$ cat config.mk
export PLATFORM = sky130hd
export DESIGN_NAME = encoder_nx_prio_seq_flat
export DESIGN_NICKNAME = d
export VERILOG_FILES = /design/src/rtl/encoder_nx_prio_seq_if.sv /design/src/rtl/encoder_nx_prio_seq.sv /design/src/flat_wrapper.sv
export SDC_FILE = /design/constraint.sdc
export NUM_CORES = 1
export LEC_CHECK = 0
export BUFFER_PORTS_ARGS = -buffer_cell sky130_fd_sc_hd__buf_4
export CORE_MARGIN = 2
export CORE_UTILIZATION = 42
export DETAILED_ROUTE_END_ITERATION = 12
export HOLD_SLACK_MARGIN = 0.08
export PLACE_DENSITY_LB_ADDON = 0.2
export SYNTH_ARGS = -nofsm -noshare
export SYNTH_HDL_FRONTEND = slang
export SYNTH_SLANG_ARGS = --single-unit
$ cat constraint.sdc
create_clock -name clk -period 1.92 [get_ports clk]
set_input_delay 0.384 -clock clk [delete_from_list [all_inputs] [get_ports clk]]
set_output_delay 0.384 -clock clk [all_outputs]
set_load 0.1 [all_outputs]
$ cat src/rtl/encoder_nx_prio_seq_if.sv
// Output handshake bundle for encoder_nx_prio_seq: one index per accepted beat.
interface encoder_nx_prio_seq_if #(
    parameter int W = 3
);
    logic         out_valid;
    logic         out_ready;
    logic [W-1:0] out_idx;

    modport master (
        output out_valid,
        output out_idx,
        input  out_ready
    );

    modport slave (
        input  out_valid,
        input  out_idx,
        output out_ready
    );
endinterface

$ cat src/rtl/encoder_nx_prio_seq.sv
// Registered N-request encoder with pending set and valid/ready output stage.
// Define ENC_RR_PRIORITY_EN for round-robin select instead of fixed priority.
module encoder_nx_prio_seq #(
    parameter int N         = 8,
    parameter bit MSB_FIRST = 1'b0,
    localparam int W        = (N > 1) ? $clog2(N) : 1
) (
    input  logic                  clk,
    input  logic                  rst_n,
    input  logic [N-1:0]          req_i,
    encoder_nx_prio_seq_if.master out,
    output logic [N-1:0]          pending_o,
    output logic                  merge_o,
    output logic                  idle_o
);
    logic [N-1:0] pending_q;
    logic         valid_q;
    logic [W-1:0] idx_q;
    logic         merge_q;
    logic [N-1:0] sel;
    logic [N-1:0] clr;
    logic [W-1:0] grant;
    logic         found;
    logic         load;

    assign load = ~valid_q | out.out_ready;

`ifdef ENC_RR_PRIORITY_EN
    logic [W-1:0] ptr_q;

    // Search upward from the pointer, wrapping N-1 -> 0.
    always_comb begin
        found = 1'b0;
        grant = '0;
        for (int k = 0; k < N; k++) begin
            int j;
            j = int'(ptr_q) + k;
            if (j >= N) j = j - N;
            if (!found && pending_q[j]) begin
                found = 1'b1;
                grant = W'(j);
            end
        end
    end

    always_ff @(posedge clk or negedge rst_n) begin
        if (!rst_n) begin
            ptr_q <= '0;
        end else if (load && found) begin
            ptr_q <= (grant == W'(N - 1)) ? '0 : grant + W'(1);
        end
    end
`else
    always_comb begin
        found = 1'b0;
        grant = '0;
        if (MSB_FIRST) begin
            for (int i = N - 1; i >= 0; i--) begin
                if (!found && pending_q[i]) begin
                    found = 1'b1;
                    grant = W'(i);
                end
            end
        end else begin
            for (int i = 0; i < N; i++) begin
                if (!found && pending_q[i]) begin
                    found = 1'b1;
                    grant = W'(i);
                end
            end
        end
    end
`endif

    always_comb begin
        sel = '0;
        if (found) sel[grant] = 1'b1;
        clr = load ? sel : '0;
    end

    // A new request on a bit being cleared this cycle wins: it is a new event.
    always_ff @(posedge clk or negedge rst_n) begin
        if (!rst_n) begin
            pending_q <= '0;
            valid_q   <= 1'b0;
            idx_q     <= '0;
            merge_q   <= 1'b0;
        end else begin
            pending_q <= (pending_q & ~clr) | req_i;
            merge_q   <= |(req_i & pending_q & ~clr);
            if (load) begin
                valid_q <= found;
                if (found) idx_q <= grant;
            end
        end
    end

    assign out.out_valid = valid_q;
    assign out.out_idx   = idx_q;
    assign pending_o     = pending_q;
    assign merge_o       = merge_q;
    assign idle_o        = ~valid_q & ~(|pending_q);
endmodule

$ cat src/flat_wrapper.sv
// flat-port wrapper written by rule: the top's interface ports become plain ports
module encoder_nx_prio_seq_flat 
#(
    parameter int N         = 8,
    parameter bit MSB_FIRST = 1'b0,
    localparam int W        = (N > 1) ? $clog2(N) : 1
)
  (clk, rst_n, req_i, pending_o, merge_o, idle_o, out_out_valid, out_out_idx, out_out_ready);
  encoder_nx_prio_seq_if #(.W((3))) out_i ();
  input  logic clk;
  input  logic rst_n;
  input  logic [N-1:0] req_i;
  output logic [N-1:0] pending_o;
  output logic merge_o;
  output logic idle_o;
  output wire logic [$bits(out_i.out_valid)-1:0] out_out_valid;
  output wire logic [$bits(out_i.out_idx)-1:0] out_out_idx;
  input wire logic [$bits(out_i.out_ready)-1:0] out_out_ready;
  assign out_out_valid = out_i.out_valid;
  assign out_out_idx = out_i.out_idx;
  assign out_i.out_ready = out_out_ready;
  encoder_nx_prio_seq #(.N(N), .MSB_FIRST(MSB_FIRST)) u_core (.clk(clk), .rst_n(rst_n), .req_i(req_i), .out(out_i), .pending_o(pending_o), .merge_o(merge_o), .idle_o(idle_o));
endmodule
Yosys cells after proc, flatten, opt, wreduce, memory -nomap -nowiden

Cells that the tools add are included.

Register bits after elaboration: 13
Bits in latches: 0
Memory bits (writable): 0
Bits in read-only memories: 0
Input bits: 11
Output and inout bits: 14
Memories kept: 0

Add/subtract/negate cells: 0
Multipliers: 0
Divide/modulo/power cells: 0
Order comparisons: 2
Equal/unequal tests: 0
Shift-type cells: 0
Mux-type cells: 19
Bitwise gates (word level): 9
Reduce and logical (&&, ||, !) cells: 18

Operator list:

| operator           | number |
|---|---|
| $and 8x8->8        | 3 |
| $mux 3             | 6 |
| $mux 8             | 2 |
| $reduce_or 8->1    | 2 |
| $mux 1             | 10 |
| $logic_and 1x1->1  | 8 |
| $not 8->8          | 1 |
| $or 8x8->8         | 1 |
| $logic_not 1->1    | 7 |
| $lt 3x4->1 const B | 1 |
| $demux 1 s3        | 1 |
| $ge 3x1->1 const B | 1 |
| $not 1->1          | 2 |
| $reduce_and 2->1   | 1 |
| $and 1x1->1        | 1 |
| $or 1x1->1         | 1 |

Logic depth before layout (Yosys ltp)

Word-level depth: 31
Depth in mapped cells: 6
Gate-level depth less buffers: 5

Worst setup path before layout

No wires, ideal clock.

Path kind: register to output
From: register u_core.pending_q[3] (netlist: u_core.pending_o[3])
To: output port idle_o
Arrival: 4426 ps
Data required time: 1536 ps
Slack: -2890 ps
Stages on the path, launching flop included: 4
Buffers on the path: 1
Cells stage by stage: dfrtp_1 -> or4_1 -> buf_6 -> nor4_1

Cells in the longest elaborated chain, start to end: 3

Ends and longest elaborated chain:

| what                   | line                       | RTL |
|---|---|---|
| start, declared        | encoder_nx_prio_seq.sv:16  | `logic [N-1:0] pending_q;` |
| start signal, assigned | encoder_nx_prio_seq.sv:89  | `pending_q <= (pending_q & ~clr) \| req_i;` |
| $reduce_or 8->1        | encoder_nx_prio_seq.sv:102 | `assign idle_o = ~valid_q & ~(\|pending_q);` |
| $not 1->1              | encoder_nx_prio_seq.sv:102 |  |
| $and 1x1->1            | encoder_nx_prio_seq.sv:102 |  |
| end, declared          | flat_wrapper.sv:15         | `output logic idle_o;` |

No other way between the ends.

Worst setup path in the final report

From: register u_core.pending_q[0] (netlist: u_core.pending_o[0])
To: output port idle_o

Same word-level chain as after synthesis.

==> reports/qor.txt <==
status: finished, violations left
failing checks: setup timing
worst stage delay on the critical path: 0.55 ns
Final setup viols: 2
Layout area overhead: 55.45%
Final Max Slew Viols: 0
Post-synth top cells: dfrtp_1, nor2_1, a21o_1, nand2_1, nand2b_1
critical path arrival: 1.73 ns
Final Power: 0.6209 mW
vias per cell: 5.569
Static Leak: 0.4551 nW
EDFF count, synth: 0
Root Driver: clkbuf_4
most common cell in the netlist: dfrtp_1
syn_nets: 79
Post-Route WL: 1722 um
RSZ-0062 raised after global routing: yes
top post-synthesis cells by area: dfrtp_1, a21o_1, nor2_1
DR WL/cell: 14.00 um
Die W: 44.15 um
post-DP HPWL: 1355 um
synthesized flop and latch total: 13
n_diodes: 0
CP endpoint kind: primary output
crit-path cells: or4_4, nor4_4, buf_6
largest net degree at the start of global routing: 14
Yosys warnings: 0
initial antenna violation count: 0
Synth cell types: 31
antenna viol nets, final: 0
Rows: 14
DP Worst Slack: 0.01416 ns
PD cells: 590.0 nW/um^2
Synth top area share: 48.06%
Reg clk slew, reported paths: 0.09 ns
clk buf depth: 2
CP max stage cell: or4_4
Die Height: 44.15 um
H-tree levels: 1
max cap viols: 0
CTS tree: yes
sequential fraction of the synthesis area: 48.06%
nets: 119
slew margin rel.: 61.25%
Tmin final: 2.115 ns
first-pass GRT wire length: 2787 um
DR vias: 685
Sink Count: 13
die area: 1949 um^2
Hold Violations, Final: 0
worst slew pin tran: 0.5801 ns
gr ovfl total: 0
worst min path class: primary input to flip-flop
post-synthesis async set-or-reset flop share: 100.0%
crit path launch type: flip-flop
Yosys top cell by area: dfrtp_1
I/O Pins: 25
ys flop type: dfrtp_1
share of layout cells above drive strength 1: 51.40%
fill count: 117
clock latency at the later pin of the worst-skew pair: 0.28 ns
vias in the first global route: 653
first-pass detailed-route iteration total: 4
Peak Freq: 0.4728 GHz
PnR worst setup slack: -0.1949 ns
cell count after synthesis: 68
Residual DRC: 0
core area: 1506 um^2
Netlist Area Pre-Place: 676.9 um^2
Max Clock Skew: 0.006194 ns
post-route core utilization: 69.85%
Initial Util: 44.93%
I/O Buffers: 24
Num CTS Buffers: 3
CP max FO: 3
total track usage: 19.73%
WS Path Type: flip-flop to primary output
Crit path required time: 1.54 ns
DR iter-0 viols: 12
peak supply drop: 0.5144 mV
mean post-synth cell area: 9.954 um^2
period utilization: 110.2%
Final Wtd Congestion: 0.7984
==> per-layer routing <==
layer / routed length [um] / global-route usage (%) / share of wire [%]
met5: 0 / 0 / 0
met4: 44 / 10.91 / 2.6
met3: 105 / 4.082 / 6.1
met2: 849 / 30.59 / 49
met1: 723 / 25.65 / 42
==> power by group <==
group	switching, mW	internal (mW)	leakage (nW)	total (mW)
clock	0.0919	0.0804	0.0150	0.172
combinational	0.110	0.0498	0.315	0.160
sequential	0.00490	0.284	0.125	0.289
total	0.207	0.414	0.455	0.621
==> stage by stage <==
step	hold WS, ns	cell area (um^2)	instances	TNS (ns)
2_1_floorplan	0.08841	729.5	68	-0.9853
3_3_place_gp	0.2346	983.4	116	0
3_5_place_dp	0.2357	983.4	116	0
4_1_cts	0.2953	1023	121	-0.2233
5_1_grt	0.2948	1052	123	-0.5669
6_report	0.2882	1052	123	-0.2712
==> cells by family (layout without fill, tap and decap cells) <==
group                  count (synthesis)  count (layout)  synth area share (%)
buffers and inverters                  6              45                 4.436
flip-flops                            13              13                 48.06
AO/OA/AOI/OAI                         23              23                 24.22
AND/OR/NAND/NOR                       26              26                 23.29
==> worst paths after layout <==
check | start | to | slack, ns | cells after the start
setup / recovery | u_core.pending_o[0]$_DFF_PN0_ | idle_o | -0.19 | 3
hold / removal | req_i[1] | u_core.pending_o[1]$_DFF_PN0_ | 0.29 | 2
setup reg to reg | u_core.pending_o[0]$_DFF_PN0_ | u_core.merge_o$_DFF_PN0_ | -0.08 | 7
hold reg to reg | u_core.out.out_idx[1]$_DFFE_PN0P_ | u_core.out.out_idx[1]$_DFFE_PN0P_ | 0.53 | 1
max in group asynchronous | rst_n | u_core.pending_o[3]$_DFF_PN0_ | 1.26 | 2
min in group asynchronous | rst_n | u_core.pending_o[4]$_DFF_PN0_ | 0.48 | 2
==> final cells by class <==
cell class                 count  area (um^2)  area share (%)
multi-input combinational     49        359.1           34.13
sequential                    13        344.1           32.70
timing repair buffer          38        291.5           27.71
clock buffer                   4        26.28           2.497
tap                           16        20.02           1.902
inverter                       3        11.26           1.070
==> state kept, by name, indices dropped and copies added, names as in the netlist <==
| register | flops |
|---|---|
| u_core.pending_o | 8 |
| u_core.out.out_idx | 3 |
| u_core.merge_o | 1 |
| u_core.out.out_valid | 1 |
==> repair_timing <==
action | 4_1_cts | 5_1_grt
hold endpoints to repair | 13 | 0
resized for setup | 1 | 4
buffers inserted | 0 | 2
endpoints found under the setup margin | 1 | 6
hold buffers | 1 | 0
pin swaps | 1 | 3
==> worst max-delay path: cells and delay by family, from the launching register on <==
| kind | cells | cell delay (ns) |
|---|---|---|
| flops | 1 | 0.48 |
| buf+inv | 1 | 0.26 |
| simple gates | 2 | 0.72 |
==> layout by cell type (no fill, tap or decap), types with 4 or more instances in the layout <==
cell type	count
dfrtp_2	6
buf_4	36
a21o_1	5
dfrtp_1	4
nand2b_1	4
nor2_1	7
nand2_1	4
No activity file was read; power rests on OpenSTA's default activity.
